**src/rtl/ballot_pkg.sv**
```systemverilog
// Shared types and helpers for the ballot session controller.
// State encoding, candidate vector limits and selection-shape checks.
package ballot_pkg;

    // Widest candidate vector supported; narrower vectors are zero-extended.
    localparam int MAX_CAND = 8;

    localparam logic [2:0] ENC_IDLE    = 3'd0;
    localparam logic [2:0] ENC_SELECT  = 3'd1;
    localparam logic [2:0] ENC_REVIEW  = 3'd2;
    localparam logic [2:0] ENC_COMMIT  = 3'd3;
    localparam logic [2:0] ENC_RELEASE = 3'd4;
    localparam logic [2:0] ENC_CLOSED  = 3'd5;

    typedef enum logic [2:0] {
        ST_IDLE    = ENC_IDLE,
        ST_SELECT  = ENC_SELECT,
        ST_REVIEW  = ENC_REVIEW,
        ST_COMMIT  = ENC_COMMIT,
        ST_RELEASE = ENC_RELEASE,
        ST_CLOSED  = ENC_CLOSED
    } state_e;

    // True when exactly one bit of the selection is set.
    function automatic logic is_one_hot(input logic [MAX_CAND-1:0] vec);
        return (vec != 8'd0) && ((vec & (vec - 8'd1)) == 8'd0);
    endfunction

    // True when two or more bits of the selection are set.
    function automatic logic is_multi_hot(input logic [MAX_CAND-1:0] vec);
        return (vec != 8'd0) && ((vec & (vec - 8'd1)) != 8'd0);
    endfunction

endpackage

```
**src/rtl/ballot_session_ctrl_if.sv**
```systemverilog
// Voter-facing inputs and tally-facing outputs of the session controller.
// BALLOT_ABSTAIN_EN adds the abstain_evt strobe.
interface ballot_session_ctrl_if #(
    parameter int NUM_CAND = 4,
    parameter int CNT_W    = 4
);
    logic                auth_pin;
    logic [NUM_CAND-1:0] cand_sel;
    logic                confirm;
    logic                cancel;
    logic                close_poll;
    logic [NUM_CAND-1:0] vote_inc;
    logic                ballot_open;
    logic [NUM_CAND-1:0] sel_q;
    logic [CNT_W-1:0]    voter_count;
    logic                poll_closed;
    logic                err_multi;
    logic                timeout_evt;
`ifdef BALLOT_ABSTAIN_EN
    logic                abstain_evt;

    modport master (
        output auth_pin, cand_sel, confirm, cancel, close_poll,
        input  vote_inc, ballot_open, sel_q, voter_count, poll_closed,
               err_multi, timeout_evt, abstain_evt
    );

    modport slave (
        input  auth_pin, cand_sel, confirm, cancel, close_poll,
        output vote_inc, ballot_open, sel_q, voter_count, poll_closed,
               err_multi, timeout_evt, abstain_evt
    );
`else
    modport master (
        output auth_pin, cand_sel, confirm, cancel, close_poll,
        input  vote_inc, ballot_open, sel_q, voter_count, poll_closed,
               err_multi, timeout_evt
    );

    modport slave (
        input  auth_pin, cand_sel, confirm, cancel, close_poll,
        output vote_inc, ballot_open, sel_q, voter_count, poll_closed,
               err_multi, timeout_evt
    );
`endif
endinterface

```
**src/rtl/ballot_timeout_timer.sv**
```systemverilog
// Session idle timer: counts while run is high, restarts on clear,
// flags expiry on the TIMEOUT_CYC-th counted cycle.
module ballot_timeout_timer #(
    parameter int TIMEOUT_CYC = 50000000
) (
    input  logic clk,
    input  logic reset,
    input  logic run,
    input  logic clear,
    output logic expire
);
    localparam int TMR_W = (TIMEOUT_CYC > 2) ? $clog2(TIMEOUT_CYC) : 1;
    localparam logic [TMR_W-1:0] LAST_VAL = TMR_W'(TIMEOUT_CYC - 1);

    logic [TMR_W-1:0] count_r;

    // Idle-cycle counter, restarted whenever the session changes phase.
    always_ff @(posedge clk or negedge reset) begin
        if (!reset) begin
            count_r <= {TMR_W{1'b0}};
        end else if (clear) begin
            count_r <= {TMR_W{1'b0}};
        end else if (run) begin
            count_r <= count_r + TMR_W'(1);
        end else begin
            count_r <= count_r;
        end
    end

    // Expiry is only meaningful while a session phase is being timed.
    always_comb begin
        expire = 1'b0;
        if (run && (count_r == LAST_VAL)) begin
            expire = 1'b1;
        end else begin
            expire = 1'b0;
        end
    end

endmodule

```
**src/rtl/ballot_session_ctrl.sv**
```systemverilog
// Per-voter session sequencer: authentication, selection, review, commit.
// Guarantees at most one tally strobe per authenticated session and
// enforces idle timeout, turnout limit and poll closure.
// Optional feature macro: BALLOT_ABSTAIN_EN (confirm with no selection
// in SELECT commits an abstention and pulses abstain_evt).
module ballot_session_ctrl
    import ballot_pkg::*;
#(
    parameter int NUM_CAND    = 4,
    parameter int CNT_W       = 4,
    parameter int MAX_TURNOUT = 10,
    parameter int TIMEOUT_CYC = 50000000
) (
    input logic                  clk,
    input logic                  reset,
    ballot_session_ctrl_if.slave bus
);
    state_e              state_r;
    state_e              state_nxt_s;
    logic [NUM_CAND-1:0] sel_q_r;
    logic [NUM_CAND-1:0] vote_inc_r;
    logic [CNT_W-1:0]    voter_count_r;
    logic                ballot_open_r;
    logic                poll_closed_r;
    logic                err_multi_r;
    logic                timeout_evt_r;
    logic                close_pend_r;
    logic                multi_seen_r;

    logic [MAX_CAND-1:0] cand_ext_s;
    logic                one_hot_s;
    logic                multi_hot_s;
    logic                buttons_idle_s;
    logic                close_req_s;
    logic [CNT_W-1:0]    cnt_inc_s;
    logic                at_limit_s;
    logic                timer_run_s;
    logic                timer_clear_s;
    logic                expire_s;
    logic                load_sel_s;
    logic                err_set_s;
    logic                tmo_set_s;

    assign cand_ext_s     = MAX_CAND'(bus.cand_sel);
    assign one_hot_s      = is_one_hot(cand_ext_s);
    assign multi_hot_s    = is_multi_hot(cand_ext_s);
    assign buttons_idle_s = !bus.auth_pin && !bus.confirm && (bus.cand_sel == {NUM_CAND{1'b0}});
    assign close_req_s    = close_pend_r || bus.close_poll;
    assign cnt_inc_s      = voter_count_r + CNT_W'(1);
    assign at_limit_s     = (cnt_inc_s == CNT_W'(MAX_TURNOUT));
    assign timer_run_s    = (state_r == ST_SELECT) || (state_r == ST_REVIEW);
    assign timer_clear_s  = !timer_run_s || (state_nxt_s != state_r) || bus.cancel;

    ballot_timeout_timer #(
        .TIMEOUT_CYC (TIMEOUT_CYC)
    ) u_timer (
        .clk    (clk),
        .reset  (reset),
        .run    (timer_run_s),
        .clear  (timer_clear_s),
        .expire (expire_s)
    );

    // Session state register.
    always_ff @(posedge clk or negedge reset) begin
        if (!reset) begin
            state_r <= ST_IDLE;
        end else begin
            state_r <= state_nxt_s;
        end
    end

    // Next-state decode plus the single-cycle event requests.
    always_comb begin
        state_nxt_s = state_r;
        load_sel_s  = 1'b0;
        err_set_s   = 1'b0;
        tmo_set_s   = 1'b0;
        case (state_r)
            ST_IDLE: begin
                if (close_req_s) begin
                    state_nxt_s = ST_CLOSED;
                end else if (bus.auth_pin) begin
                    state_nxt_s = ST_SELECT;
                end else begin
                    state_nxt_s = ST_IDLE;
                end
            end
            ST_SELECT: begin
                if (bus.cancel) begin
                    state_nxt_s = close_req_s ? ST_CLOSED : ST_IDLE;
                end else if (one_hot_s) begin
                    state_nxt_s = ST_REVIEW;
                    load_sel_s  = 1'b1;
`ifdef BALLOT_ABSTAIN_EN
                end else if (bus.confirm && (bus.cand_sel == {NUM_CAND{1'b0}})) begin
                    state_nxt_s = ST_COMMIT;
`endif
                end else if (expire_s) begin
                    state_nxt_s = close_req_s ? ST_CLOSED : ST_IDLE;
                    tmo_set_s   = 1'b1;
                end else begin
                    state_nxt_s = ST_SELECT;
                    // Report a multi-hot press once, not every cycle it is held.
                    err_set_s   = multi_hot_s && !multi_seen_r;
                end
            end
            ST_REVIEW: begin
                if (bus.cancel) begin
                    state_nxt_s = ST_SELECT;
                end else if (bus.confirm) begin
                    state_nxt_s = ST_COMMIT;
                end else if (expire_s) begin
                    state_nxt_s = close_req_s ? ST_CLOSED : ST_IDLE;
                    tmo_set_s   = 1'b1;
                end else begin
                    state_nxt_s = ST_REVIEW;
                end
            end
            ST_COMMIT: begin
                if (at_limit_s || close_pend_r) begin
                    state_nxt_s = ST_CLOSED;
                end else begin
                    state_nxt_s = ST_RELEASE;
                end
            end
            ST_RELEASE: begin
                if (bus.close_poll) begin
                    state_nxt_s = ST_CLOSED;
                end else if (buttons_idle_s) begin
                    state_nxt_s = ST_IDLE;
                end else begin
                    state_nxt_s = ST_RELEASE;
                end
            end
            ST_CLOSED: begin
                state_nxt_s = ST_CLOSED;
            end
            default: begin
                state_nxt_s = ST_IDLE;
            end
        endcase
    end

    // Latched selection: loaded on entry to REVIEW, zero outside REVIEW/COMMIT.
    always_ff @(posedge clk or negedge reset) begin
        if (!reset) begin
            sel_q_r <= {NUM_CAND{1'b0}};
        end else if (load_sel_s) begin
            sel_q_r <= bus.cand_sel;
        end else if ((state_nxt_s == ST_REVIEW) || (state_nxt_s == ST_COMMIT)) begin
            sel_q_r <= sel_q_r;
        end else begin
            sel_q_r <= {NUM_CAND{1'b0}};
        end
    end

    // Tally strobe and turnout counter, both driven from the COMMIT cycle.
    always_ff @(posedge clk or negedge reset) begin
        if (!reset) begin
            vote_inc_r    <= {NUM_CAND{1'b0}};
            voter_count_r <= {CNT_W{1'b0}};
        end else if (state_r == ST_COMMIT) begin
            vote_inc_r    <= sel_q_r;
            voter_count_r <= cnt_inc_s;
        end else begin
            vote_inc_r    <= {NUM_CAND{1'b0}};
            voter_count_r <= voter_count_r;
        end
    end

    // Status levels follow the state being entered; events are one-cycle pulses.
    always_ff @(posedge clk or negedge reset) begin
        if (!reset) begin
            ballot_open_r <= 1'b0;
            poll_closed_r <= 1'b0;
            err_multi_r   <= 1'b0;
            timeout_evt_r <= 1'b0;
            multi_seen_r  <= 1'b0;
        end else begin
            ballot_open_r <= (state_nxt_s == ST_SELECT) || (state_nxt_s == ST_REVIEW);
            poll_closed_r <= (state_nxt_s == ST_CLOSED);
            err_multi_r   <= err_set_s;
            timeout_evt_r <= tmo_set_s;
            multi_seen_r  <= (state_r == ST_SELECT) && multi_hot_s;
        end
    end

    // A close request during an open ballot is deferred until the session ends.
    always_ff @(posedge clk or negedge reset) begin
        if (!reset) begin
            close_pend_r <= 1'b0;
        end else if (bus.close_poll && timer_run_s) begin
            close_pend_r <= 1'b1;
        end else begin
            close_pend_r <= close_pend_r;
        end
    end

    assign bus.vote_inc    = vote_inc_r;
    assign bus.ballot_open = ballot_open_r;
    assign bus.sel_q       = sel_q_r;
    assign bus.voter_count = voter_count_r;
    assign bus.poll_closed = poll_closed_r;
    assign bus.err_multi   = err_multi_r;
    assign bus.timeout_evt = timeout_evt_r;

`ifdef BALLOT_ABSTAIN_EN
    logic abstain_evt_r;

    // Abstention marker: a commit carrying an empty selection.
    always_ff @(posedge clk or negedge reset) begin
        if (!reset) begin
            abstain_evt_r <= 1'b0;
        end else begin
            abstain_evt_r <= (state_r == ST_COMMIT) && (sel_q_r == {NUM_CAND{1'b0}});
        end
    end

    assign bus.abstain_evt = abstain_evt_r;
`endif

endmodule

```
**src/flat_wrapper.sv**
```systemverilog
// flat-port wrapper written by rule: the top's interface ports become plain ports
module ballot_session_ctrl_flat import ballot_pkg::*;
#(
    parameter int NUM_CAND    = 4,
    parameter int CNT_W       = 4,
    parameter int MAX_TURNOUT = 10,
    parameter int TIMEOUT_CYC = 50000000
)
  (clk, reset, bus_auth_pin, bus_cand_sel, bus_confirm, bus_cancel, bus_close_poll, bus_vote_inc, bus_ballot_open, bus_sel_q, bus_voter_count, bus_poll_closed, bus_err_multi, bus_timeout_evt);
  ballot_session_ctrl_if #(.NUM_CAND(NUM_CAND), .CNT_W(CNT_W)) bus_i ();
  input logic clk;
  input logic reset;
  input wire logic [$bits(bus_i.auth_pin)-1:0] bus_auth_pin;
  input wire logic [$bits(bus_i.cand_sel)-1:0] bus_cand_sel;
  input wire logic [$bits(bus_i.confirm)-1:0] bus_confirm;
  input wire logic [$bits(bus_i.cancel)-1:0] bus_cancel;
  input wire logic [$bits(bus_i.close_poll)-1:0] bus_close_poll;
  output wire logic [$bits(bus_i.vote_inc)-1:0] bus_vote_inc;
  output wire logic [$bits(bus_i.ballot_open)-1:0] bus_ballot_open;
  output wire logic [$bits(bus_i.sel_q)-1:0] bus_sel_q;
  output wire logic [$bits(bus_i.voter_count)-1:0] bus_voter_count;
  output wire logic [$bits(bus_i.poll_closed)-1:0] bus_poll_closed;
  output wire logic [$bits(bus_i.err_multi)-1:0] bus_err_multi;
  output wire logic [$bits(bus_i.timeout_evt)-1:0] bus_timeout_evt;
  assign bus_i.auth_pin = bus_auth_pin;
  assign bus_i.cand_sel = bus_cand_sel;
  assign bus_i.confirm = bus_confirm;
  assign bus_i.cancel = bus_cancel;
  assign bus_i.close_poll = bus_close_poll;
  assign bus_vote_inc = bus_i.vote_inc;
  assign bus_ballot_open = bus_i.ballot_open;
  assign bus_sel_q = bus_i.sel_q;
  assign bus_voter_count = bus_i.voter_count;
  assign bus_poll_closed = bus_i.poll_closed;
  assign bus_err_multi = bus_i.err_multi;
  assign bus_timeout_evt = bus_i.timeout_evt;
  ballot_session_ctrl #(.NUM_CAND(NUM_CAND), .CNT_W(CNT_W), .MAX_TURNOUT(MAX_TURNOUT), .TIMEOUT_CYC(TIMEOUT_CYC)) u_core (.clk(clk), .reset(reset), .bus(bus_i));
endmodule
```
**config.mk**
```make
export PLATFORM = sky130hd
export DESIGN_NAME = ballot_session_ctrl_flat
export DESIGN_NICKNAME = d
export VERILOG_FILES = /design/src/rtl/ballot_pkg.sv /design/src/rtl/ballot_session_ctrl_if.sv /design/src/rtl/ballot_timeout_timer.sv /design/src/rtl/ballot_session_ctrl.sv /design/src/flat_wrapper.sv
export SDC_FILE = /design/constraint.sdc
export NUM_CORES = 1
export LEC_CHECK = 0
export CAP_MARGIN = 10
export CORE_MARGIN = 1.5
export CORE_UTILIZATION = 50
export DETAILED_ROUTE_END_ITERATION = 10
export DONT_BUFFER_PORTS = 1
export HOLD_SLACK_MARGIN = 0.1
export PLACE_DENSITY_LB_ADDON = 0.12
export REMOVE_ABC_BUFFERS = 1
export SETUP_SLACK_MARGIN = 0.5
export SLEW_MARGIN = 25
export SYNTH_ARGS = -nofsm -noshare
export SYNTH_HDL_FRONTEND = slang
export SYNTH_SLANG_ARGS = --single-unit
```
**constraint.sdc**
```tcl
create_clock -name clk -period 2.99 [get_ports clk]
set_input_delay 0.598 -clock clk [delete_from_list [all_inputs] [get_ports clk]]
set_output_delay 0.598 -clock clk [all_outputs]
set_load 0.05 [all_outputs]
```
==> results_dict.tcl, run 1 <==
set metrics [dict create \
    crit_type "flip-flop to flip-flop" \
    drtAntennaViolNets 0 \
    drt_iter0_drc 106 \
    synthCells 255 \
    cp.buffers_inverters 1 \
    avgSynthCellArea_sq_um 10.4 \
    setup_tns_ps 0 \
    worstSkewPairLatency_ps 300 \
    die_w_um 75.8 \
    track_usage_pct 20.2 \
    max_slew_margin_pct 60.3 \
    pwr-share-clk_pct 36.4 \
    fp.dieH_um 75.8 \
    power.switching_uw 267 \
    die_area_sq_um 5750 \
    cts_root_buffer "clkbuf_8" \
    cts_max_path_buffers 2 \
    synthArstFlopShare_pct 100 \
    p_seq_share_pct 57.4 \
    maxCapViolCount 0 \
    h-tree-depth 2 \
    hp-class "primary input to async pin" \
    rsz0062_at_grt "no" \
    ir_drop_uv 220 \
    fillers 462 \
    cp_cell_sequence "nor4bb_1 > o311a_1 > a221oi_4 > nor2_1 > o32ai_4 > buf_8 > nor3_1" \
    grt_pass1_vias 1887 \
    grt_pass1_wl_mm 8.73 \
    rows 26 \
    slew_viol_final 0 \
    crit_family "compound AO/OA/AOI/OAI gates" \
    grt_max_degree 48 \
    whs_ps 131 \
    worstPathRequired_ps 3170 \
    post-route-period-util_pct 79.1 \
    end_kind "flip-flop" \
    syn_to_final_growth_pct 9.16 \
    reg2reg_slack_ps 630 \
    seq_area_frac_synth_pct 44.4 \
    antenna_found_initial 0 \
    p_comb_share_pct 6.2 \
    gr-total-overflow 0 \
    r2r_cells 7 \
    worstPathMaxFanout 26 \
    vias 1935 \
    drc 0 \
    synth_cell_types 58 \
    r2r_start "u_core.bus.voter_count[2]" \
    intPower_uw 882 \
    port_buffers 0 \
    multiInputGateArea_sq_um 1390 \
    fmax_ghz 0.423 \
    yosys_register_bits 47 \
    yosysMostFrequentCell "dfrtp_1" \
    cp-start-kind "flip-flop" \
    hold_viol_final 0 \
    synth_area_sq_um 2650 \
    hpwlAfterDp_mm 3.73 \
    seq_area_sq_um 1180 \
    synth-edff-count 0 \
    synth_area_leaders "dfrtp_1 (44%), xor2_1 (5.3%), xnor2_1 (4.3%)" \
    yosys.area.top_type_share_pct 44.4 \
    cts_sinks 47 \
    cts-buffers-inserted 5 \
    ys_top_cells_by_count "dfrtp_1 (47), nor2_1 (28), nand2_1 (17)" \
    drive_above_1_share_pct 17.0 \
    dpl-instance-area_sq_um 2730 \
    synth.largest_area_cell "dfrtp_1" \
    synth-main-ff-cell "dfrtp_1" \
    tightest_slew_ps 595 \
    first_pass_iters 4 \
    setup_viol 0 \
    cp.arrival_ps 2540 \
    top_level_ports 26 \
    min_period_ps 2360 \
    cts.clk_slew.worst_paths_ps 80 \
    viasPerCell 5.78 \
    slowest_delay_ps 730 \
    core_area_sq_um 5110 \
    cts_tree "done" \
    p_per_area_nw_per_um2 397 \
    critPathSlowestCell "dfrtp_1" \
    wl_mm 5.34 \
    swShare_pct 23.3 \
    status "complete, no violations" \
    start_util_pct 51.9 \
    power_leakage_uw 0.00116 \
    stdcell_area_sq_um 2890 \
    nets 277 \
    reg2reg_to "u_core.u_timer.count_r[15]" \
    yosysWarnings 0 \
    gp_congestion 0.792 \
    wl_per_cell_um 15.9 \
    fin_skew_ps 7.21 \
    n_antenna_cell 0 \
]
routing by layer:
metal	share of wire (%)	GRT usage [%]	up-vias
met1	45	25.0	954
met2	49	34.5	36
met5	0	0	-
met3	4.0	4.50	8
li1	-	-	937
met4	1.8	6.94	0
per-stage QoR:
stage	cells	power, uW	utilization (%)	worst slack, ps
3_3_place_gp	325	728	53.5	562
2_1_floorplan	245	713	-	89.2
6_report	335	1150	56.6	626
3_5_place_dp	325	729	53.5	476
4_1_cts	334	1160	56.1	511
5_1_grt	335	1200	56.6	511
kinds of logic after synthesis:
| logic type | count (synthesis) | share of synthesized area (%) |
|---|---|---|
| adders and majority gates | 4 | 1.79 |
| buffers and inverters | 15 | 3.68 |
| DFF | 47 | 44.4 |
| xor gates and xnor gates | 29 | 9.58 |
| and+or+nand+nor | 127 | 28.8 |
| AOI/OAI and AO/OA | 33 | 11.7 |
cell usage in the layout (no fill, tap or decap), types with 2 or more instances in the layout:
cell	synthesis	layout
nor4_1	3	3
and4_1	4	4
o21ai_0	5	5
a21oi_1	4	4
ha_1	3	3
clkbuf_8	0	7
and2_1	2	2
nor2b_1	2	2
nor2_1	28	28
nand3_1	13	13
or3_1	2	2
a21o_1	2	2
xor2_1	16	16
dfrtp_1	47	45
nor3_1	13	13
nor3_2	10	10
xnor2_1	13	13
and3_1	10	10
nand4_1	8	8
buf_4	1	10
nand2_1	17	17
inv_1	5	5
a2111oi_4	2	2
a22o_1	4	4
dfrtp_2	0	2
sequential cells by signal, indices dropped and copies added, names as in the netlist:
name,cells
u_core.bus.poll_closed,1
u_core.bus.err_multi,1
u_core.bus.voter_count,4
u_core.state_r,3
u_core.u_timer.count_r,26
u_core.bus.vote_inc,4
u_core.bus.timeout_evt,1
u_core.multi_seen_r,1
u_core.bus.sel_q,4
u_core.close_pend_r,1
u_core.bus.ballot_open,1
area by class of cell:
cell class,instances,share of cell area (%)
Clock buffer,8,3.46
Inverter,5,0.649
Multi-Input combinational cell,193,48.1
Sequential cell,47,40.7
Tap cell,70,3.03
Timing Repair Buffer,12,4.07
power groups by stage:
stage	clock, uW	combinational, uW	sequential, uW
after floorplan	0	29.6	683
after global placement	0	55.6	673
after detailed placement	0	56.6	673
after CTS	429	73.6	660
after global routing	452	82.7	661
final	418	71.8	660
worst max path at each step:
stage                                       to                        from  cells after the start
floorplan           u_core.u_timer.count_r[14]   u_core.bus.voter_count[1]                      8
global placement    u_core.u_timer.count_r[15]           u_core.state_r[1]                      7
detailed placement  u_core.u_timer.count_r[15]           u_core.state_r[1]                      7
CTS                 u_core.u_timer.count_r[15]   u_core.bus.voter_count[2]                      7
global route        u_core.u_timer.count_r[15]  u_core.u_timer.count_r[11]                      7
finish              u_core.u_timer.count_r[15]   u_core.bus.voter_count[2]                      7
timing repair:
action | CTS | global route
hold buffers | 1 | 0
buffers inserted | 0 | 1
hold endpoints to repair | 47 | 0
setup endpoints to repair | 14 | 26
resized for setup | 1 | 5
pin swaps | 0 | 1
No activity file was read; power rests on OpenSTA's default activity.
==> inputs of run 2 (changes only) <==
Clock period 2.99 ns to 2.1 ns, I/O delays scaled along.
==> run 2 against run 1 <==
The run now ends with setup timing left. Final area increased by 13%. Sequential power up 42%. Global-route usage up 1.7 points. Cell count rose by 14%. Via count up 11%. Total power is 38% higher. Highest routed layer unchanged.
==> results_dict.tcl, run 2 (synthesis gave the netlist of run 1 again) <==
set metrics [dict create \
    status "finished with violations" \
    violations "setup timing" \
    reg2reg_slack_ps -220 \
    dp_cells 365 \
    instances_no_fill 382 \
    post-route-period-util_pct 110 \
    rows 26 \
    r2r_cells 7 \
    grt_pass1_wl_mm 9.36 \
    regMostFlops "u_core.u_timer.count_r" \
    fin_ws_ps -217 \
    slew_viol_final 0 \
    top_level_ports 26 \
    fmax_ghz 0.432 \
    hpwlAfterDp_mm 4.15 \
    setup_viol 28 \
    hold_viol_final 0 \
    pre_cts_ws_ps -220 \
    drt_iter0_drc 150 \
    nets 324 \
    worstSkewPairLatency_ps 310 \
    worstPathRequired_ps 2290 \
    power_leakage_uw 0.00140 \
    maxCapViolCount 0 \
    grt_max_degree 48 \
    slowest_delay_ps 560 \
    p_per_area_nw_per_um2 485 \
    dpl-instance-area_sq_um 3060 \
    port_buffers 0 \
    cp.arrival_ps 2500 \
    min_period_ps 2320 \
    viasPerCell 5.63 \
    cts_max_path_buffers 2 \
    critPathSlowestCell "or4_4" \
    die_w_um 75.8 \
    grt_pass1_vias 1993 \
    ir_drop_uv 340 \
    largest_reg_flops 26 \
    worstHoldStart "bus_close_poll" \
    end_kind "flip-flop" \
    tightest_slew_ps 516 \
    crit_family "simple AND/OR/NAND/NOR gates" \
    holdPathStages 1 \
    fillers 437 \
    start_util_pct 51.9 \
    cts_root_buffer "clkbuf_8" \
    drc 0 \
    wl_per_cell_um 15.0 \
    hp-class "primary input to flip-flop" \
    cts_sinks 47 \
    wl_mm 5.71 \
    cp_cell_sequence "or4_4 > nor3_4 > nand4_1 > o211a_1 > o32ai_4 > buf_12 > nor3_1" \
    first_pass_iters 4 \
    gr-total-overflow 0 \
    power.total_uw 1590 \
    fp.dieH_um 75.8 \
    n_antenna_cell 0 \
    crit_type "flip-flop to flip-flop" \
    max_slew_margin_pct 65.6 \
    reg2reg_to "u_core.u_timer.count_r[15]" \
    die_area_sq_um 5750 \
    cts_tree "done" \
    h-tree-depth 2 \
    track_usage_pct 21.9 \
    cts.clk_slew.worst_paths_ps 90 \
    cts-buffers-inserted 5 \
    worstPathMaxFanout 26 \
    drtAntennaViolNets 0 \
    rsz0062_at_grt "yes" \
    final_common_cell "buf_4" \
    drive_above_1_share_pct 30.1 \
    cp.buffers_inverters 1 \
    cp.depth 7 \
    layout_common_cells "buf_4 (52), dfrtp_1 (46), nor2_1 (28)" \
    min_to "u_core.close_pend_r" \
    syn_to_final_growth_pct 23.8 \
    cp-start-kind "flip-flop" \
    antenna_found_initial 0 \
    r2r_start "u_core.u_timer.count_r[11]" \
    stdcell_area_sq_um 3280 \
    fin_skew_ps 14.3 \
    core_area_sq_um 5110 \
    gp_congestion 0.869 \
    vias 2151 \
]
-- run 2: cell types whose count changed in the layout (fill, tap and decap cells not counted), sizes merged --
cell,before,now
buf,12,58
clkbuf,8,6
clkinv,0,1
clkinvlp,0,1
dlygate4sd3,0,1
-- run 2: layer usage --
metal	vias to the layer above	global-route usage, %	share of wire [%]
met4	0	7.34	1.8
met3	8	4.10	4.2
li1	1033	-	-
met5	-	0	0
met2	53	38.2	52
met1	1057	27.0	42
-- run 2: metrics by stage --
| stage | utilization [%] | hold WS (ps) | TNS (ps) |
|---|---|---|---|
| 3_5_place_dp | 59.9 | 125 | -5060 |
| 2_1_floorplan | - | 124 | -20080 |
| 4_1_cts | 63.4 | 216 | -4410 |
| 5_1_grt | 64.3 | 221 | -7540 |
| 6_report | 64.3 | 221 | -4910 |
| 3_3_place_gp | 59.9 | 125 | -2680 |
-- run 2: worst register-to-register path, stage by stage, from the launching register on --
cell	delay (ps)
dfrtp_1	380
or4_4	560
nor3_4	250
nand4_1	160
o211a_1	270
o32ai_4	250
buf_12	220
nor3_1	100
-- run 2: power breakdown --
part / switching [uW] / internal [uW] / total (uW)
clock network: 305 / 233 / 538
registers: 20.6 / 919 / 940
logic: 69.2 / 43.3 / 113
-- run 2: worst max path at each step --
stage / from / end / slack (ps)
after detailed placement: u_core.bus.voter_count[0] / u_core.u_timer.count_r[20] / -220
after floorplan: u_core.bus.voter_count[1] / u_core.u_timer.count_r[14] / -800
after global placement: u_core.bus.voter_count[0] / u_core.u_timer.count_r[14] / -110
after global routing: u_core.u_timer.count_r[11] / u_core.u_timer.count_r[14] / -300
after CTS: u_core.bus.voter_count[0] / u_core.u_timer.count_r[15] / -200
final: u_core.u_timer.count_r[11] / u_core.u_timer.count_r[15] / -220
-- run 2: area by class of cell --
type | count | area (sq um) | area share (%)
flip-flops and latches | 47 | 1180 | 35.9
multi-input cells | 193 | 1410 | 43.0
clock buffers | 6 | 72.6 | 2.21
well taps | 70 | 87.6 | 2.67
inverters | 5 | 18.8 | 0.572
repair buffers | 59 | 502 | 15.3
clock inverters | 2 | 12.5 | 0.381
-- run 2: repair_timing --
| action | in CTS | in global routing |
|---|---|---|
| buffers inserted | 3 | 4 |
| endpoints found under the setup margin | 37 | 37 |
| gates resized for setup | 9 | 4 |
| pin swaps | 1 | 1 |
| endpoints found under the hold margin | 47 | 0 |
| hold buffers | 2 | 0 |
==> inputs of run 3 (changes only) <==
Settings changed: SKIP_CTS_REPAIR_TIMING set to 1.
==> run 3 against run 2 <==
The run still ends with setup timing left. Fmax fell by 2.7%. Register-to-register slack worse by 60 ps. First-iteration DRC count shrank 33%. Clock-buffer cell count is the same. Global-route usage down 0.39 points. Wire length up 8.8%. Final area is 7.1% higher. Largest power group unchanged.
==> results_dict.tcl, run 3 (synthesis gave the netlist of run 1 again) <==
set metrics [dict create \
    antenna_found_initial 0 \
    wl_mm 6.22 \
    crit_type "flip-flop to flip-flop" \
    hold_viol_final 0 \
    power.total_uw 1610 \
    gr-total-overflow 0 \
    nets 327 \
    critPathSlowestCell "dfrtp_1" \
    port_buffers 0 \
    setup_viol 26 \
    regMostFlops "u_core.u_timer.count_r" \
    p_per_area_nw_per_um2 458 \
    max_slew_margin_pct 66.0 \
    stdcell_area_sq_um 3510 \
    cp_cell_sequence "ha_2 > nor4bb_4 > o311a_1 > a221oi_4 > o211a_1 > o32ai_4 > buf_12 > buf_8 > nor3b_2" \
    worstSkewPairLatency_ps 310 \
    die_area_sq_um 5750 \
    cts-buffers-inserted 5 \
    cts_tree "done" \
    cts_max_path_buffers 2 \
    slowest_delay_ps 430 \
    hpwlAfterDp_mm 4.15 \
    end_kind "flip-flop" \
    fp.dieH_um 75.8 \
    cp.arrival_ps 2620 \
    maxCapViolCount 0 \
    fin_ws_ps -281 \
    drt_iter0_drc 101 \
    drive_above_1_share_pct 35.6 \
    min_period_ps 2380 \
    wl_per_cell_um 16.1 \
    top_level_ports 26 \
    start_util_pct 51.9 \
    cts.clk_slew.worst_paths_ps 90 \
    vias 2194 \
    violations "setup timing" \
    track_usage_pct 21.5 \
    worstPathMaxFanout 6 \
    power_leakage_uw 0.00144 \
    dpl-instance-area_sq_um 3060 \
    cts_root_buffer "clkbuf_8" \
    syn_to_final_growth_pct 32.6 \
    layout_common_cells "buf_4 (53), dfrtp_1 (46), nor2_1 (20)" \
    cp-start-kind "flip-flop" \
    die_w_um 75.8 \
    ir_drop_uv 362 \
    worstPathRequired_ps 2340 \
    cts_sinks 47 \
    grt_pass1_wl_mm 9.21 \
    core_area_sq_um 5110 \
    slew_viol_final 0 \
    h-tree-depth 2 \
    fin_skew_ps 14.1 \
    crit_family "compound AO/OA/AOI/OAI gates" \
    setup_tns_ps -6650 \
    n_antenna_cell 0 \
    tightest_slew_ps 509 \
    final_common_cell "buf_4" \
    post-route-period-util_pct 113 \
    grt_max_degree 48 \
    rows 26 \
    drtAntennaViolNets 0 \
    fillers 408 \
    status "finished with violations" \
    first_pass_iters 4 \
    largest_reg_flops 26 \
    cp.buffers_inverters 2 \
    viasPerCell 5.70 \
    grt_pass1_vias 1945 \
    rsz0062_at_grt "yes" \
    drc 0 \
    hp-class "primary input to flip-flop" \
    gp_congestion 0.869 \
    fmax_ghz 0.420 \
]
[run 3: cell count changes in the layout (fill, tap and decap cells not counted), sizes merged]
cell    change
buf         +1
clkbuf      +2
[run 3: worst paths after layout]
path / start / to / slack [ps] / cells past startpoint
min in group asynchronous: reset / u_core.bus.err_multi / 620 / 2
worst max-delay path: u_core.bus.voter_count[0] / u_core.u_timer.count_r[1] / -280 / 9
worst max register to register: u_core.bus.voter_count[0] / u_core.u_timer.count_r[1] / -280 / 9
max in group asynchronous: reset / u_core.u_timer.count_r[13] / 1250 / 2
worst min register to register: u_core.u_timer.count_r[0] / u_core.u_timer.count_r[0] / 550 / 2
worst min-delay path: bus_close_poll / u_core.close_pend_r / 220 / 1
[run 3: worst reg2reg max path, cell delays in order, from the launching register on]
cell,delay [ps]
dfrtp_1,430
ha_2,210
nor4bb_4,150
o311a_1,410
a221oi_4,280
o211a_1,260
o32ai_4,110
buf_12,170
buf_8,140
nor3b_2,150
[run 3: cell type report]
| type | instances | area [sq um] | share of cell area, % |
|---|---|---|---|
| multi-input cells | 193 | 1570 | 44.8 |
| flip-flops and latches | 47 | 1180 | 33.5 |
| repair buffers | 62 | 572 | 16.3 |
| well taps | 70 | 87.6 | 2.49 |
| clock buffers | 6 | 72.6 | 2.06 |
| inverters | 5 | 18.8 | 0.534 |
| clock inverters | 2 | 12.5 | 0.356 |
[run 3: per-layer routing]
metal	GRT usage [%]	up-vias	routed length [um]
li1	-	1042	-
met1	26.5	1082	2520
met2	37.5	54	3250
met3	4.10	16	260
met4	7.14	0	176
met5	0	-	0
[run 3: per-stage QoR]
stage | worst slack, ps | util (%) | instances | hold WS [ps]
global route | -353 | 68.8 | 385 | 221
finish | -281 | 68.8 | 385 | 221
CTS | -250 | 61.6 | 373 | -218
floorplan | -801 | - | 245 | 124
global placement | -113 | 59.9 | 365 | 125
detailed placement | -220 | 59.9 | 365 | 125
[run 3: report_power, final]
| part | internal (uW) | switching, uW |
|---|---|---|
| combinational | 52.2 | 73.1 |
| sequential | 919 | 24.3 |
| clock | 233 | 308 |
| total | 1200 | 405 |
==> patch 1, RTL diff (settings of run 1) <==
`TIMEOUT_CYC` is set to 50000000 in 3 places; all go to 200000000.
--- a/src/rtl/ballot_timeout_timer.sv
+++ b/src/rtl/ballot_timeout_timer.sv
@@ -1,7 +1,7 @@
 // Session idle timer: counts while run is high, restarts on clear,
 // flags expiry on the TIMEOUT_CYC-th counted cycle.
 module ballot_timeout_timer #(
-    parameter int TIMEOUT_CYC = 50000000
+    parameter int TIMEOUT_CYC = 200000000
 ) (
     input  logic clk,
     input  logic reset,
--- a/src/rtl/ballot_session_ctrl.sv
+++ b/src/rtl/ballot_session_ctrl.sv
@@ -9,7 +9,7 @@
     parameter int NUM_CAND    = 4,
     parameter int CNT_W       = 4,
     parameter int MAX_TURNOUT = 10,
-    parameter int TIMEOUT_CYC = 50000000
+    parameter int TIMEOUT_CYC = 200000000
 ) (
     input logic                  clk,
     input logic                  reset,
--- a/src/flat_wrapper.sv
+++ b/src/flat_wrapper.sv
@@ -4,7 +4,7 @@
     parameter int NUM_CAND    = 4,
     parameter int CNT_W       = 4,
     parameter int MAX_TURNOUT = 10,
-    parameter int TIMEOUT_CYC = 50000000
+    parameter int TIMEOUT_CYC = 200000000
 )
   (clk, reset, bus_auth_pin, bus_cand_sel, bus_confirm, bus_cancel, bus_close_poll, bus_vote_inc, bus_ballot_open, bus_sel_q, bus_voter_count, bus_poll_closed, bus_err_multi, bus_timeout_evt);
   ballot_session_ctrl_if #(.NUM_CAND(NUM_CAND), .CNT_W(CNT_W)) bus_i ();
Function: same outputs for any inputs over 10 cycles, from zero or initial values and one cycle with reset low; that may be too few to reach the edited logic, so the function may still have changed.
==> patch 1 against run 1 <==
Cell area shrank 0.82%; via count is 3.8% lower; worst setup slack got worse by 350 ps; area after synthesis shrank 4.1%; sequential cell count is 2 higher; sequential share of layout area increased by 2.0 points; global-route usage fell by 0.38 points; wire length decreased by 4.2%; critical path type unchanged.
Power is not compared: it rests on default switching activity, and its combinational part moved more than twofold at a synthesized area within 25%.
==> patch 1: results (changes against run 1) <==
Outcome
  • Status: complete, no violations

Synthesis
  • Synth unique cells: 43 (-26%)
  • Adder-cell area share of the yosys netlist: 1.87% (+0.076 points)
  • Syn avg cell area: 9.74 um2 (-6.3%)
  • Top cells by area, synth: dfrtp_1 (48%), xor2_1 (7.2%), nor2_1 (5.3%)
  • Synth Area in XOR/XNOR: 11.0% (+1.4 points)
  • Synth Area in Compound Gates: 6.74% (-5.0 points)
  • Yosys warning count: 0 (unchanged)
  • Synth cell count leaders: dfrtp_1 (49), nor2_1 (36), nand2_1 (22)
  • Sequential-to-total area share from yosys stat: 48.2% (+3.8 points)

Placed design
  • Post-DP HPWL: 3.51 mm (-5.7%)
  • DP Cell Count: 330 (+1.5%)
  • Routability cong.: 0.871 (+10%)

Drt
  • Vias: 1861 (-3.8%)
  • Wire per inst: 15.0 um (-5.8%)
  • Detailed Routing Iterations Pass 1: 5 (+1)
  • Detailed router's first-iteration violation count: 79 (-25%)
  • Overall routed net length: 5.12 mm (-4.2%)
  • Met3 WL: 218 um (+0.93%)
  • Metal-1 WL: 2.54 mm (+5.5%)
  • Met2 wire length: 2.27 mm (-14%)

Global route
  • First-pass GRT wire length: 8.20 mm (-6.1%)
  • Vias in the first global route: 1694 (-10%)
  • Largest net degree at the start of global routing: 50 (+4.2%)
  • GR Layer Usage met3: 4.61% (+0.11 points)
  • Initial antenna violation count: 0 (unchanged)
  • Gr usage total: 19.8% (-0.38 points)
  • GR Util met1: 29.1% (+4.1 points)
  • Grt met2 use: 28.6% (-5.9 points)

Final layout
  • Biggest register: u_core.u_timer.count_r
  • Diode count: 0 (unchanged)
  • Share of layout cells above drive strength 1: 15.7% (-1.3 points)
  • Fin nets: 286 (+3.2%)
  • Max reg flops: 28 (+7.7%)

Power
  • Leakage power total: roughly 1.2 nW
  • Internal power: approximately 1.1 mW

Timing
  • Slew headroom: 45.0% (-15 points)
  • Fin Clk Skew: 7.50 ps (+0.288 ps)

Clock tree
  • H-tree depth: 2 (unchanged)

Worst setup path
  • Critical-path maximum fanout: 11 (-58%)
  • Arr. time, crit path: 2910 ps (+370 ps)
  • Critical path's slowest cell: or4_1
  • CP top delay family: simple AND/OR/NAND/NOR gates
  • CP max stage delay: 450 ps (-280 ps)
## patch 1: kinds of logic after synthesis
kind of cell	after synthesis
simple gates	138
flops	49
xor+xnor	32
compound gates	24
buf+inv	14
fa+ha+maj	4
## patch 1: through the flow
| step | hold slack, ps | power (mW) | instance area, um2 | setup WS [ps] |
|---|---|---|---|---|
| 2_1_floorplan | 302 | 1.08 | 2490 | 174 |
| 3_3_place_gp | 304 | 1.18 | 2660 | 175 |
| 3_5_place_dp | 304 | 1.19 | 2660 | 140 |
| 4_1_cts | 139 | 1.73 | 2860 | 264 |
| 5_1_grt | 141 | 1.81 | 2870 | 183 |
| 6_report | 132 | 1.72 | 2870 | 276 |
## patch 1: worst paths after layout
path	startpoint	endpoint	slack (ps)	cells after the start
setup / recovery	u_core.u_timer.count_r[12]	u_core.u_timer.count_r[10]	280	8
hold / removal	reset	u_core.u_timer.count_r[4]	130	1
setup reg to reg	u_core.u_timer.count_r[12]	u_core.u_timer.count_r[10]	280	8
hold reg to reg	u_core.u_timer.count_r[0]	u_core.u_timer.count_r[0]	520	1
max in group asynchronous	reset	u_core.u_timer.count_r[24]	2640	1
min in group clk	bus_close_poll	u_core.close_pend_r	410	1
## patch 1: repair_timing
action / in CTS / in global routing
gates cloned: 1 / 0
hold endpoints to repair: 49 / 0
resized for setup: 8 / 2
hold buffers: 1 / 0
setup endpoints to repair: 32 / 31
buffers inserted: 1 / 0
pin swaps: 1 / 1
## patch 1: final cells by class
cell class | instances | area (um2)
Clock buffer | 7 | 86.3
Clock inverter | 1 | 30.0
Fill cell | 435 | 1950
Inverter | 6 | 22.5
Multi-Input combinational cell | 199 | 1300
Sequential cell | 49 | 1230
Tap cell | 67 | 83.8
Timing Repair Buffer | 12 | 123
==> patch 2, RTL diff (flow settings as in run 1) <==
Made on the original files. `MAX_TURNOUT` is set to 10 in 2 places; all go to 7.
--- a/src/rtl/ballot_session_ctrl.sv
+++ b/src/rtl/ballot_session_ctrl.sv
@@ -8,7 +8,7 @@
 #(
     parameter int NUM_CAND    = 4,
     parameter int CNT_W       = 4,
-    parameter int MAX_TURNOUT = 10,
+    parameter int MAX_TURNOUT = 7,
     parameter int TIMEOUT_CYC = 50000000
 ) (
     input logic                  clk,
--- a/src/flat_wrapper.sv
+++ b/src/flat_wrapper.sv
@@ -3,7 +3,7 @@
 #(
     parameter int NUM_CAND    = 4,
     parameter int CNT_W       = 4,
-    parameter int MAX_TURNOUT = 10,
+    parameter int MAX_TURNOUT = 7,
     parameter int TIMEOUT_CYC = 50000000
 )
   (clk, reset, bus_auth_pin, bus_cand_sel, bus_confirm, bus_cancel, bus_close_poll, bus_vote_inc, bus_ballot_open, bus_sel_q, bus_voter_count, bus_poll_closed, bus_err_multi, bus_timeout_evt);
Formal check against the unedited RTL: same outputs for any inputs over 10 cycles, from zero or initial values and one cycle with reset low; that may be too few to reach the edited logic, so the function may still have changed.
==> patch 2 against run 1 <==
Core utilization fell by 2.8 points; die area is 6.0% higher; cell area rose by 1.9%; critical endpoint is now u_core.u_timer.count_r[16]; wire length grew 7.4%; area after synthesis is 6.2% higher; largest cell class unchanged; global-route usage rose by 0.45 points; sequential cell count stayed put; non-clock buffer count is 5 lower; worst setup slack better by 92 ps.
Power is not compared: it rests on default switching activity, and its combinational part moved more than twofold at a synthesized area within 25%.
==> patch 2: results (changes against run 1) <==
Outcome
  • Status: complete, no violations

Drt
  • Met2 wire length: 2.70 mm (+2.7%)
  • Detailed Routing Iterations Pass 1: 4 (unchanged)
  • Detailed router's first-iteration violation count: 134 (+26%)
  • Metal-1 WL: 2.78 mm (+16%)
  • Overall routed net length: 5.74 mm (+7.4%)
  • Met3 WL: 165 um (-24%)
  • Vias: 2046 (+5.7%)

Synthesis
  • Synth cell count leaders: dfrtp_1 (47), nand2_1 (42), nor3_1 (34)
  • Sequential-to-total area share from yosys stat: 41.8% (-2.6 points)
  • Synth unique cells: 58 (unchanged)
  • Syn avg cell area: 9.64 um2 (-7.2%)
  • Top cells by area, synth: dfrtp_1 (42%), nor3_1 (6.0%), nand2_1 (5.6%)

Global route
  • Total gr overflow: 0 (unchanged)
  • Largest net degree at the start of global routing: 48 (unchanged)
  • GR Util met1: 27.6% (+2.6 points)
  • First-pass GRT wire length: 9.80 mm (+12%)
  • GR Layer Usage met3: 4.07% (-0.43 points)
  • Grt met2 use: 33.1% (-1.4 points)
  • Initial antenna violation count: 0 (unchanged)
  • Gr usage total: 20.6% (+0.45 points)

Clock tree
  • Root Buffer: clkbuf_8
  • CTS Buf Count: 5 (unchanged)
  • Clock latency on the worst-skew pair: around 290 ps
  • Clk slew on worst S/H paths: 80 ps (about the same)
  • Clock Path Buffers: 2 (unchanged)
  • H-tree depth: 2 (unchanged)

Timing
  • Fin Clk Skew: 4.70 ps (-2.51 ps)
  • Slew headroom: 57.1% (-3.2 points)

Final layout
  • Diode count: 0 (unchanged)
  • Non-Filler Instances: 362 (+8.1%)
  • Layout fillers: 523 (+13%)
  • Share of layout cells above drive strength 1: 11.7% (-5.3 points)
  • Max reg flops: 26 (unchanged)
  • Fin nets: 304 (+9.7%)

Placed design
  • Routability cong.: 0.801 (+1.2%)
  • DP Area: 2840 um2 (+3.9%)
  • Post-DP HPWL: 3.94 mm (+5.7%)
  • Port bufs: 0 (unchanged)
  • Pre-CTS setup slack: 645 ps (+169 ps)

Worst setup path
  • Critical-path maximum fanout: 26 (unchanged)
  • Arr. time, crit path: 2440 ps (-100 ps)
  • Critical path's slowest cell: dfrtp_1
  • CP max stage delay: 410 ps (-320 ps)

Min path
  • Hold Crit Class: in -> async

Power
  • Leakage power total: 1.25 nW
  • P_clk: about 0.35 mW
patch 2: cell types whose count changed after synthesis, moves of 3 or more:
cell,before,now
nor3_2,10,2
nor4_1,3,7
nor3b_1,0,3
nor2_1,28,12
nand2_1,17,42
nand3_1,13,7
nor3_1,13,34
and2_1,2,7
and3_1,10,3
inv_1,5,11
patch 2: cells by family (layout without fill, tap and decap cells):
logic type,after synthesis,count (layout),share of synthesized area (%)
fa+ha+maj,3,3,1.33
buf+inv,26,24,5.33
xor+xnor,30,30,9.33
mux,2,2,0.711
simple gates,152,152,31.7
compound gates,32,32,9.78
flops,47,47,41.8
patch 2: worst max-delay path, delay by kind of cell, from the launching register on:
family	cells	cell delay, ps
and+or+nand+nor	5	1020
DFF	1	410
buffers and inverters	1	290
adders and majority gates	1	250
AOI/OAI and AO/OA	1	150
patch 2: repair_timing:
item	4_1_cts	5_1_grt
setup endpoints to repair	0	2
endpoints found under the hold margin	47	0
hold buffers	1	0
resized for setup	0	2
patch 2: layout make-up:
class	instances	area, um2	share of cell area (%)
Tap cell	72	90.1	3.06
Inverter	11	41.3	1.40
Sequential cell	47	1180	39.9
Clock buffer	6	72.6	2.46
Multi-Input combinational cell	219	1490	50.7
Timing Repair Buffer	7	72.6	2.46
patch 2: final timing paths:
check / start / endpoint / slack [ps] / depth (start not counted)
max in group asynchronous: reset / u_core.bus.voter_count[3] / 2620 / 1
min reg2reg: u_core.multi_seen_r / u_core.bus.err_multi / 400 / 1
max: u_core.u_timer.count_r[0] / u_core.u_timer.count_r[16] / 720 / 8
max reg2reg: u_core.u_timer.count_r[0] / u_core.u_timer.count_r[16] / 720 / 8
min: reset / u_core.u_timer.count_r[17] / 150 / 1
min in group clk: bus_cancel / u_core.bus.err_multi / 370 / 1
